File: config.mk
export PLATFORM = sky130hd
export DESIGN_NAME = apb_regfile_flat
export DESIGN_NICKNAME = d
export VERILOG_FILES = /design/src/rtl/apb_if.sv /design/src/rtl/apb_regfile.sv /design/src/flat_wrapper.sv
export SDC_FILE = /design/constraint.sdc
export NUM_CORES = 1
export LEC_CHECK = 0
export CAP_MARGIN = 30
export CORE_MARGIN = 4
export CORE_UTILIZATION = 50
export DETAILED_ROUTE_END_ITERATION = 8
export PLACE_DENSITY = 0.82
export SLEW_MARGIN = 20
export SYNTH_ARGS = -nofsm -noshare
export SYNTH_HDL_FRONTEND = slang
export SYNTH_SLANG_ARGS = --single-unit
File: constraint.sdc
create_clock -name pclk -period 4.1 [get_ports pclk]
set_input_delay 0.41 -clock pclk [delete_from_list [all_inputs] [get_ports pclk]]
set_output_delay 0.41 -clock pclk [all_outputs]
set_load 0.01 [all_outputs]
File: src/rtl/apb_if.sv
// APB bus bundle between a master and the apb_regfile slave.
interface apb_if #(
  parameter int AW = 12,
  parameter int DW = 32
) ();
  logic            psel;
  logic            penable;
  logic            pwrite;
  logic [AW-1:0]   paddr;
  logic [DW-1:0]   pwdata;
  logic [DW/8-1:0] pstrb;
  logic [DW-1:0]   prdata;
  logic            pready;
  logic            pslverr;

  modport master (
    output psel, penable, pwrite, paddr, pwdata, pstrb,
    input  prdata, pready, pslverr
  );

  modport slave (
    input  psel, penable, pwrite, paddr, pwdata, pstrb,
    output prdata, pready, pslverr
  );
endinterface

File: src/rtl/apb_regfile.sv
// APB register file: NREG-1 byte-strobed R/W registers plus a read-only ID
// register at the top index, with a fixed number of wait states per transfer.
module apb_regfile #(
  parameter int              DW       = 32,
  parameter int              AW       = 12,
  parameter int              NREG     = 8,
  parameter int              WAIT_CYC = 0,
  parameter logic [DW-1:0]   RST_VAL  = {DW{1'b0}},
  parameter logic [63:0]     ID_VAL   = 64'h0000_0000_0A9B_0001
) (
  input  logic               pclk,
  input  logic               preset,
  apb_if.slave               bus,
  output logic [NREG*DW-1:0] reg_q,
  output logic [NREG-1:0]    reg_wr
);

  localparam int             SW       = DW / 8;
  localparam int             IW       = AW - 2;
  localparam logic [IW:0]    NREG_L   = (IW + 1)'(NREG);
  localparam logic [IW-1:0]  ID_IDX   = IW'(NREG - 1);
  localparam logic [DW-1:0]  ID_W     = ID_VAL[DW-1:0];
  localparam logic [3:0]     CNT_INIT = 4'((WAIT_CYC == 0) ? 0 : (WAIT_CYC - 1));

  typedef enum logic [1:0] {
    ST_IDLE = 2'd0,
    ST_WAIT = 2'd1,
    ST_RESP = 2'd2
  } state_t;

  state_t           state_r;
  state_t           state_nxt_s;
  logic [3:0]       cnt_r;
  logic [3:0]       cnt_nxt_s;

  logic [AW-1:0]    addr_r;
  logic             write_r;
  logic [DW-1:0]    wdata_r;
  logic [SW-1:0]    strb_r;
  logic [DW-1:0]    regs_r [NREG-1];

  logic             take_s;
  logic [AW-1:0]    cap_addr_s;
  logic             cap_write_s;
  logic [IW-1:0]    idx_s;
  logic             valid_s;
  logic             is_id_s;
  logic             err_s;
  logic [DW-1:0]    rdata_s;
  logic             commit_s;
  logic [NREG-1:0]  wr_onehot_s;

  logic [DW-1:0]    prdata_nxt_s;
  logic             pready_nxt_s;
  logic             pslverr_nxt_s;
  logic [DW-1:0]    prdata_r;
  logic             pready_r;
  logic             pslverr_r;
  logic [NREG-1:0]  reg_wr_r;

  assign take_s = (state_r == ST_IDLE) && bus.psel && !bus.penable;

  // State register and wait-state counter.
  always_ff @(posedge pclk) begin
    if (preset) begin
      state_r <= ST_IDLE;
      cnt_r   <= 4'd0;
    end else begin
      state_r <= state_nxt_s;
      cnt_r   <= cnt_nxt_s;
    end
  end

  // Next-state logic; dropping psel during wait states abandons the transfer.
  always_comb begin
    state_nxt_s = state_r;
    cnt_nxt_s   = cnt_r;
    case (state_r)
      ST_IDLE: begin
        if (take_s) begin
          if (WAIT_CYC == 0) begin
            state_nxt_s = ST_RESP;
            cnt_nxt_s   = 4'd0;
          end else begin
            state_nxt_s = ST_WAIT;
            cnt_nxt_s   = CNT_INIT;
          end
        end else begin
          state_nxt_s = ST_IDLE;
          cnt_nxt_s   = 4'd0;
        end
      end
      ST_WAIT: begin
        if (!bus.psel) begin
          state_nxt_s = ST_IDLE;
          cnt_nxt_s   = 4'd0;
        end else if (cnt_r == 4'd0) begin
          state_nxt_s = ST_RESP;
          cnt_nxt_s   = 4'd0;
        end else begin
          state_nxt_s = ST_WAIT;
          cnt_nxt_s   = cnt_r - 4'd1;
        end
      end
      ST_RESP: begin
        state_nxt_s = ST_IDLE;
        cnt_nxt_s   = 4'd0;
      end
      default: begin
        state_nxt_s = ST_IDLE;
        cnt_nxt_s   = 4'd0;
      end
    endcase
  end

  // Decode uses the live bus in the setup cycle so a zero-wait response can be registered.
  always_comb begin
    cap_addr_s  = take_s ? bus.paddr  : addr_r;
    cap_write_s = take_s ? bus.pwrite : write_r;
    idx_s       = cap_addr_s[AW-1:2];
    valid_s     = ({1'b0, idx_s} < NREG_L) && (cap_addr_s[1:0] == 2'b00);
    is_id_s     = (idx_s == ID_IDX);
    err_s       = !valid_s || (cap_write_s && is_id_s);
    rdata_s     = {DW{is_id_s}} & ID_W;
    for (int i = 0; i < NREG - 1; i++) begin
      rdata_s = rdata_s | ({DW{idx_s == IW'(i)}} & regs_r[i]);
    end
  end

  // Output and write-enable decode.
  always_comb begin
    pready_nxt_s  = (state_nxt_s == ST_RESP);
    pslverr_nxt_s = pready_nxt_s && err_s;
    prdata_nxt_s  = (pready_nxt_s && !err_s && !cap_write_s) ? rdata_s : {DW{1'b0}};
    commit_s      = (state_r == ST_RESP) && write_r && !err_s;
    wr_onehot_s   = {NREG{1'b0}};
    for (int i = 0; i < NREG; i++) begin
      wr_onehot_s[i] = commit_s && (idx_s == IW'(i));
    end
  end

  // Registered bus outputs, request capture and register file update.
  always_ff @(posedge pclk) begin
    if (preset) begin
      prdata_r  <= {DW{1'b0}};
      pready_r  <= 1'b0;
      pslverr_r <= 1'b0;
      reg_wr_r  <= {NREG{1'b0}};
      addr_r    <= {AW{1'b0}};
      write_r   <= 1'b0;
      wdata_r   <= {DW{1'b0}};
      strb_r    <= {SW{1'b0}};
      for (int i = 0; i < NREG - 1; i++) begin
        regs_r[i] <= RST_VAL;
      end
    end else begin
      prdata_r  <= prdata_nxt_s;
      pready_r  <= pready_nxt_s;
      pslverr_r <= pslverr_nxt_s;
      reg_wr_r  <= wr_onehot_s;
      if (take_s) begin
        addr_r  <= bus.paddr;
        write_r <= bus.pwrite;
        wdata_r <= bus.pwdata;
        strb_r  <= bus.pstrb;
      end
      for (int i = 0; i < NREG - 1; i++) begin
        for (int b = 0; b < SW; b++) begin
          if (wr_onehot_s[i] && strb_r[b]) begin
            regs_r[i][8*b +: 8] <= wdata_r[8*b +: 8];
          end
        end
      end
    end
  end

  assign bus.prdata  = prdata_r;
  assign bus.pready  = pready_r;
  assign bus.pslverr = pslverr_r;
  assign reg_wr      = reg_wr_r;

  for (genvar g = 0; g < NREG - 1; g++) begin : g_regq
    assign reg_q[g*DW +: DW] = regs_r[g];
  end
  assign reg_q[(NREG-1)*DW +: DW] = ID_W;

endmodule

File: src/flat_wrapper.sv
// flat-port wrapper written by rule: the top's interface ports become plain ports
module apb_regfile_flat 
#(
  parameter int              DW       = 32,
  parameter int              AW       = 12,
  parameter int              NREG     = 8,
  parameter int              WAIT_CYC = 0,
  parameter logic [DW-1:0]   RST_VAL  = {DW{1'b0}},
  parameter logic [63:0]     ID_VAL   = 64'h0000_0000_0A9B_0001
)
  (pclk, preset, reg_q, reg_wr, bus_psel, bus_penable, bus_pwrite, bus_paddr, bus_pwdata, bus_pstrb, bus_prdata, bus_pready, bus_pslverr);
  apb_if #(.AW(AW), .DW(DW)) bus_i ();
  input  logic pclk;
  input  logic preset;
  output logic [NREG*DW-1:0] reg_q;
  output logic [NREG-1:0] reg_wr;
  input wire logic [$bits(bus_i.psel)-1:0] bus_psel;
  input wire logic [$bits(bus_i.penable)-1:0] bus_penable;
  input wire logic [$bits(bus_i.pwrite)-1:0] bus_pwrite;
  input wire logic [$bits(bus_i.paddr)-1:0] bus_paddr;
  input wire logic [$bits(bus_i.pwdata)-1:0] bus_pwdata;
  input wire logic [$bits(bus_i.pstrb)-1:0] bus_pstrb;
  output wire logic [$bits(bus_i.prdata)-1:0] bus_prdata;
  output wire logic [$bits(bus_i.pready)-1:0] bus_pready;
  output wire logic [$bits(bus_i.pslverr)-1:0] bus_pslverr;
  assign bus_i.psel = bus_psel;
  assign bus_i.penable = bus_penable;
  assign bus_i.pwrite = bus_pwrite;
  assign bus_i.paddr = bus_paddr;
  assign bus_i.pwdata = bus_pwdata;
  assign bus_i.pstrb = bus_pstrb;
  assign bus_prdata = bus_i.prdata;
  assign bus_pready = bus_i.pready;
  assign bus_pslverr = bus_i.pslverr;
  apb_regfile #(.DW(DW), .AW(AW), .NREG(NREG), .WAIT_CYC(WAIT_CYC), .RST_VAL(RST_VAL), .ID_VAL(ID_VAL)) u_core (.pclk(pclk), .preset(preset), .bus(bus_i), .reg_q(reg_q), .reg_wr(reg_wr));
endmodule
==> results of run 1 <==
[layout by cell type (no fill, tap or decap), types with 4 or more instances in the layout]
| master | count |
|---|---|
| a31oi_1 | 13 |
| a21oi_1 | 67 |
| nand3_1 | 16 |
| nand2b_1 | 58 |
| clkbuf_16 | 37 |
| nor2b_1 | 6 |
| clkinv_2 | 5 |
| a21boi_0 | 7 |
| edfxtp_1 | 224 |
| nor2_1 | 203 |
| dfxtp_1 | 97 |
| nor3_1 | 12 |
| mux2i_1 | 12 |
| clkbuf_1 | 10 |
| a222oi_1 | 17 |
| nand4_1 | 10 |
| a22o_1 | 8 |
| a31o_2 | 4 |
| nand3b_1 | 5 |
| a32oi_1 | 19 |
| clkdlybuf4s50_1 | 317 |
| bufinv_16 | 4 |
| a21o_1 | 14 |
| o21ai_0 | 11 |
| nand2_1 | 130 |
| and2_1 | 5 |
| inv_1 | 35 |
| conb_1 | 33 |
| mux2_2 | 21 |
| o22a_1 | 9 |
| a22oi_1 | 28 |
| nor3b_1 | 6 |
| buf_4 | 36 |
[sequential cells by signal, indices dropped and copies added (netlist names)]
register and count:
u_core.regs_r 224, u_core.bus.prdata 32, u_core.wdata_r 32, u_core.addr_r 12, u_core.reg_wr 8, u_core.cnt_r 4, u_core.strb_r 4, u_core.state_r 2
u_core.bus.pready 1, u_core.bus.pslverr 1, u_core.write_r 1
[worst max-delay path by stage]
stage / from / endpoint / slack (ns) / depth (start not counted)
final: u_core.addr_r[5] / u_core.regs_r[0][54] / 0.63 / 5
after global routing: u_core.addr_r[5] / u_core.regs_r[0][51] / 0.57 / 5
after CTS: u_core.addr_r[5] / u_core.regs_r[0][48] / 0.79 / 5
after detailed placement: bus_penable / u_core.regs_r[0][51] / 0.46 / 6
after global placement: bus_penable / u_core.regs_r[0][55] / 0.59 / 6
after floorplan: bus_penable / u_core.regs_r[0][120] / 1.38 / 6
[power groups by stage]
stage               Clock (W)  Combinational [W]  Sequential, W
finish                0.00318           0.000703        0.00366
global route          0.00332           0.000737        0.00366
CTS                   0.00319           0.000694        0.00365
detailed placement          0           0.000688        0.00372
global placement            0           0.000674        0.00372
floorplan                   0           0.000312        0.00372
[through the flow]
| stage | worst slack, ns | power, W | util |
|---|---|---|---|
| after floorplan | 1.38 | 0.00404 | - |
| after global placement | 0.588 | 0.00440 | 0.644 |
| after detailed placement | 0.463 | 0.00441 | 0.644 |
| after CTS | 0.791 | 0.00753 | 0.689 |
| after global routing | 0.565 | 0.00772 | 0.689 |
| final | 0.633 | 0.00754 | 0.689 |
[cell type report]
type | instances | share of cell area
inverters | 35 | 0.00732
flip-flops and latches | 321 | 0.483
repair buffers | 353 | 0.192
multi-input cells | 740 | 0.230
clock buffers | 49 | 0.0552
diodes | 1 | 0.000139
well taps | 335 | 0.0233
clock inverters | 13 | 0.00941
[cell families after synthesis]
family	synth area share
flip-flops	0.653
multiplexers	0.0332
AO/OA/AOI/OAI	0.108
AND/OR/NAND/NOR	0.154
buffers and inverters	0.0486
other	0.000566
adder cells (fa/ha/maj)	0.000943
XOR/XNOR	0.00132
[worst register-to-register path: stages, from the launching register on]
cell and delay (ns):
dfxtp_1 0.31, nor4_1 0.78, nand2_1 0.32, o21ai_2 0.79, nand4_1 0.47, nand2b_1 0.45
[layer usage]
layer,part of all wire,routed length (um),track usage,up-vias
met3,0.13,5810,0.0659,158
met5,0,0,0,-
met1,0.35,15800,0.379,5193
met4,0.045,2050,0.122,0
met2,0.47,21300,0.491,893
li1,-,-,-,4713
==> flow_metrics.tcl, run 1 <==
set metrics [dict create \
    fmax_ghz 0.288 \
    ctsLongestPathBuffers 3 \
    root_buffer "clkbuf_16" \
    yosysTopAreaCell "edfxtp_1" \
    regArea_um2 8670 \
    drive_above_1_share 0.0841 \
    drv_cap 0 \
    gr-total-overflow 0 \
    clock_skew_ns 0.0115 \
    firstDrtPassIters 8 \
    area_growth_pct 35.3 \
    cts_resized 0 \
    reg2reg_slack_ns 0.63 \
    worstPathCellList "nor4_1 -> nand2_1 -> o21ai_2 -> nand4_1 -> nand2b_1" \
    antenna_found_initial 1 \
    drv_slew 0 \
    timing.rr.start "u_core.addr_r[5]" \
    crit_required_ns 4.27 \
    holdPathEnd "u_core.wdata_r[23]" \
    ys.flop_type "edfxtp_1" \
    synth_cells 1158 \
    track_usage 0.296 \
    core-area_um2 26100 \
    die_y_um 171 \
    fin_hold_ws_ns 0.447 \
    synth_most_common_cell "edfxtp_1" \
    max_stage_delay_ns 0.79 \
    r2r_cells 5 \
    switching_power_w 0.00173 \
    worstSetupPathType "flip-flop to flip-flop" \
    p_int_w 0.00580 \
    wl_um 45000 \
    start_kind "flip-flop" \
    ys_types 49 \
    setup_viol 0 \
    rsz0062_at_grt "no" \
    clkSinkCount 321 \
    p_clk_frac 0.421 \
    clk_latency_ns 0.51 \
    critPathCaptureType "flip-flop" \
    r2r_end "u_core.regs_r[0][54]" \
    floorplan.initialDensity 0.509 \
    dpl_cell_area_um2 16800 \
    crit_buf_inv 0 \
    hold_class "input pin to flip-flop" \
    place_inst 1784 \
    status "finished, final reports clean" \
    nets 1539 \
    pwr_density_cell_nw_per_um2 420 \
    p_leak_nw 6.34 \
    fillers 1878 \
    ctsHoldBuffers 0 \
    yosysSeqAreaShare 0.653 \
    sw_frac_of_total 0.230 \
    slew_headroom 0.392 \
    numCtsBuffers 34 \
    h-tree-depth 2 \
    grt_first_pass_wirelength_um 64500 \
    drc 0 \
    synthArstFlopShare 0 \
    drt_iter0_markers 1362 \
    finalInstanceArea_um2 18000 \
    hpwlAfterDp_um 32400 \
    combPwrFrac 0.093 \
    setup_tns_ns 0 \
    synth_area_leaders "edfxtp_1, dfxtp_1, nor2_1" \
    post_cts_buffers 0 \
    multi_input_area_um2 4130 \
    worstMarginPinSlew_ns 0.904 \
    ant_nets 0 \
    via_per_inst 5.93 \
    fp.dieArea_um2 29200 \
    wire_per_inst_um 24.4 \
    fin_crit_sh 0.846 \
    cts_tree "done" \
    finalHoldViolCount 0 \
    fp-row-count 59 \
    arrival_ns 3.64 \
    ir_worst_vdd_mv 0.302 \
    boundaryPins 351 \
    yosys_warnings 0 \
    grt_pass1_vias 10490 \
    synth-seq-cells 321 \
    min_path_cells 3 \
    num_vias 10957 \
    die_w_um 171 \
    seqPwrFrac 0.485 \
    crit_family "simple AND/OR/NAND/NOR gates" \
    fin_crit_ns 3.47 \
    cts.clk_slew.worst_paths_ns 0.06 \
    netlist_area_um2 13300 \
    crit_path_top_delay_cell "o21ai_2" \
    grt_start_max_net_pins 95 \
    io_buffers 318 \
    fin_cells 1847 \
    synth_common_cells "edfxtp_1, nor2_1, nand2_1" \
    synth-edff-count 224 \
    avgSynthCellArea_um2 11.5 \
    netlist.area_leader.share 0.507 \
    gp_congestion 0.932 \
    critPathMaxFanout 11 \
    hold_path.startpoint "bus_pwdata[23]" \
]
Power figures use the tool's default switching activity.
==> run 2: changes to the inputs <==
--- a/config.mk
+++ b/config.mk
@@ -7,9 +7,9 @@
 export LEC_CHECK = 0
 export CAP_MARGIN = 30
 export CORE_MARGIN = 4
-export CORE_UTILIZATION = 50
+export CORE_UTILIZATION = 44
 export DETAILED_ROUTE_END_ITERATION = 8
-export PLACE_DENSITY = 0.82
+export PLACE_DENSITY = 0.76
 export SLEW_MARGIN = 20
 export SYNTH_ARGS = -nofsm -noshare
 export SYNTH_HDL_FRONTEND = slang
==> constraint.sdc (replaced) <==
create_clock -name pclk -period 2.8 [get_ports pclk]
set_input_delay 0.28 -clock pclk [delete_from_list [all_inputs] [get_ports pclk]]
set_output_delay 0.28 -clock pclk [all_outputs]
set_load 0.01 [all_outputs]
==> run 2 against run 1 <==
Sequential cell count unchanged. Clock skew increased by 0.015 ns. Combinational power is 64% higher. Core utilization fell by 5.5 points. Via count rose by 0.37%. Critical path depth rose by 2. First-iteration DRC count shrank 4.6%. Wire length up 0.92%. Worst hold slack got worse by 0.23 ns.
==> flow_metrics.tcl, run 2 (synthesized netlist as in run 1, its figures left out) <==
set metrics [dict create \
    status "finished, final reports clean" \
    crit_buf_inv 2 \
    place_inst 1919 \
    track_usage 0.266 \
    cts.clk_slew.worst_paths_ns 0.06 \
    root_buffer "clkbuf_16" \
    wl_um 45400 \
    cts_resized 0 \
    critPathMaxFanout 24 \
    worstSetupPathType "flip-flop to flip-flop" \
    firstDrtPassIters 5 \
    setup_viol 0 \
    hold_path.startpoint "preset" \
    p_leak_nw 6.78 \
    grt_first_pass_wirelength_um 67400 \
    power_w 0.0110 \
    post_cts_buffers 0 \
    cts_tree "done" \
    crit_required_ns 3.21 \
    timing.final.ws_setup_ns 0.190 \
    regMostFlops "u_core.regs_r" \
    drv_cap 0 \
    finalHoldViolCount 0 \
    numCtsBuffers 35 \
    fp.dieArea_um2 33000 \
    fp-row-count 63 \
    critPathCaptureType "flip-flop" \
    cpMostUsedCell "buf_4" \
    drt_iter0_markers 1300 \
    layout_commonest_cell "clkdlybuf4s50_1" \
    floorplan.initialDensity 0.446 \
    worstMarginPinSlew_ns 0.793 \
    area_growth_pct 42.1 \
    arrival_ns 3.02 \
    ant_nets 0 \
    final_cell_mix "clkdlybuf4s50_1, edfxtp_1, nor2_1, nand2_1, dfxtp_1" \
    clock_skew_ns 0.0265 \
    critPathLaunch "u_core.state_r[0]" \
    largest_reg_flops 224 \
    antenna_found_initial 3 \
    grt_pass1_vias 11040 \
    io_buffers 318 \
    die_w_um 182 \
    gp_congestion 0.897 \
    rsz0062_at_grt "no" \
    fin_hold_ws_ns 0.219 \
    wire_per_inst_um 22.9 \
    hpwlAfterDp_um 33200 \
    via_per_inst 5.54 \
    drc 0 \
    slew_headroom 0.471 \
    regArea_um2 8670 \
    drv_slew 0 \
    worstPathCellList "or4b_4 -> buf_4 -> mux2i_4 -> buf_4 -> a222oi_1 -> a21o_1 -> a21oi_1" \
    boundaryPins 351 \
    fmax_ghz 0.383 \
    pwr_density_cell_nw_per_um2 584 \
    start_kind "flip-flop" \
    num_vias 10998 \
    reg2reg_slack_ns 0.19 \
    ir_worst_vdd_mv 0.341 \
    fin_crit_ns 2.61 \
    multi_input_area_um2 4130 \
    fin_crit_sh 0.932 \
    timing.rr.start "u_core.state_r[0]" \
    gr-total-overflow 0 \
    dp_slack_ns -0.113 \
    fin_cells 1985 \
    nets 1620 \
    drive_above_1_share 0.131 \
    clk_latency_ns 0.52 \
    grt_start_max_net_pins 55 \
    clkSinkCount 321 \
    fillers 2290 \
    core-area_um2 29700 \
    crit_family "compound AO/OA/AOI/OAI gates" \
    setup_tns_ns 0 \
    ctsHoldBuffers 0 \
    ctsLongestPathBuffers 3 \
    hold_class "input pin to flip-flop" \
    die_y_um 182 \
    max_stage_delay_ns 0.65 \
    h-tree-depth 2 \
    crit_path_top_delay_cell "or4b_4" \
]
[run 2: changes by cell type in the layout (fill, tap and decap cells not counted), sizes merged]
| cell | before | now |
|---|---|---|
| clkinvlp | 1 | 3 |
| diode | 1 | 2 |
| bufinv | 4 | 2 |
| inv | 35 | 36 |
| buf | 36 | 116 |
| clkbuf | 49 | 50 |
[run 2: routing by layer]
layer / GRT usage / wire [um] / vias up
met2: 0.445 / 21900 / 704
li1: - / - / 4896
met1: 0.341 / 17000 / 5278
met3: 0.0625 / 4920 / 118
met5: 0 / 7 / -
met4: 0.0892 / 1550 / 2
[run 2: final timing paths]
| kind | endpoint | depth (start not counted) |
|---|---|---|
| worst max-delay path | u_core.bus.prdata[3] | 7 |
| worst max register to register | u_core.bus.prdata[3] | 7 |
| worst min register to register | u_core.cnt_r[0] | 1 |
| worst min-delay path | u_core.write_r | 2 |
[run 2: through the flow]
stage / utilization / instance area (um2)
final: 0.634 / 18800
after global routing: 0.634 / 18800
after CTS: 0.634 / 18800
after detailed placement: 0.596 / 17700
after global placement: 0.596 / 17700
after floorplan: - / 13400
[run 2: cell type report]
type                       instances  area share
sequential                       321       0.460
timing repair buffer             433       0.228
multi-input combinational        740       0.219
clock buffer                      50      0.0527
tap                              390      0.0259
clock inverter                    14     0.00744
inverter                          35     0.00697
antenna                            2    0.000266
[run 2: power breakdown]
group,internal [W],switching (W)
sequential,0.00522,0.000116
combinational,0.000530,0.000624
clock,0.00267,0.00185
total,0.00843,0.00259
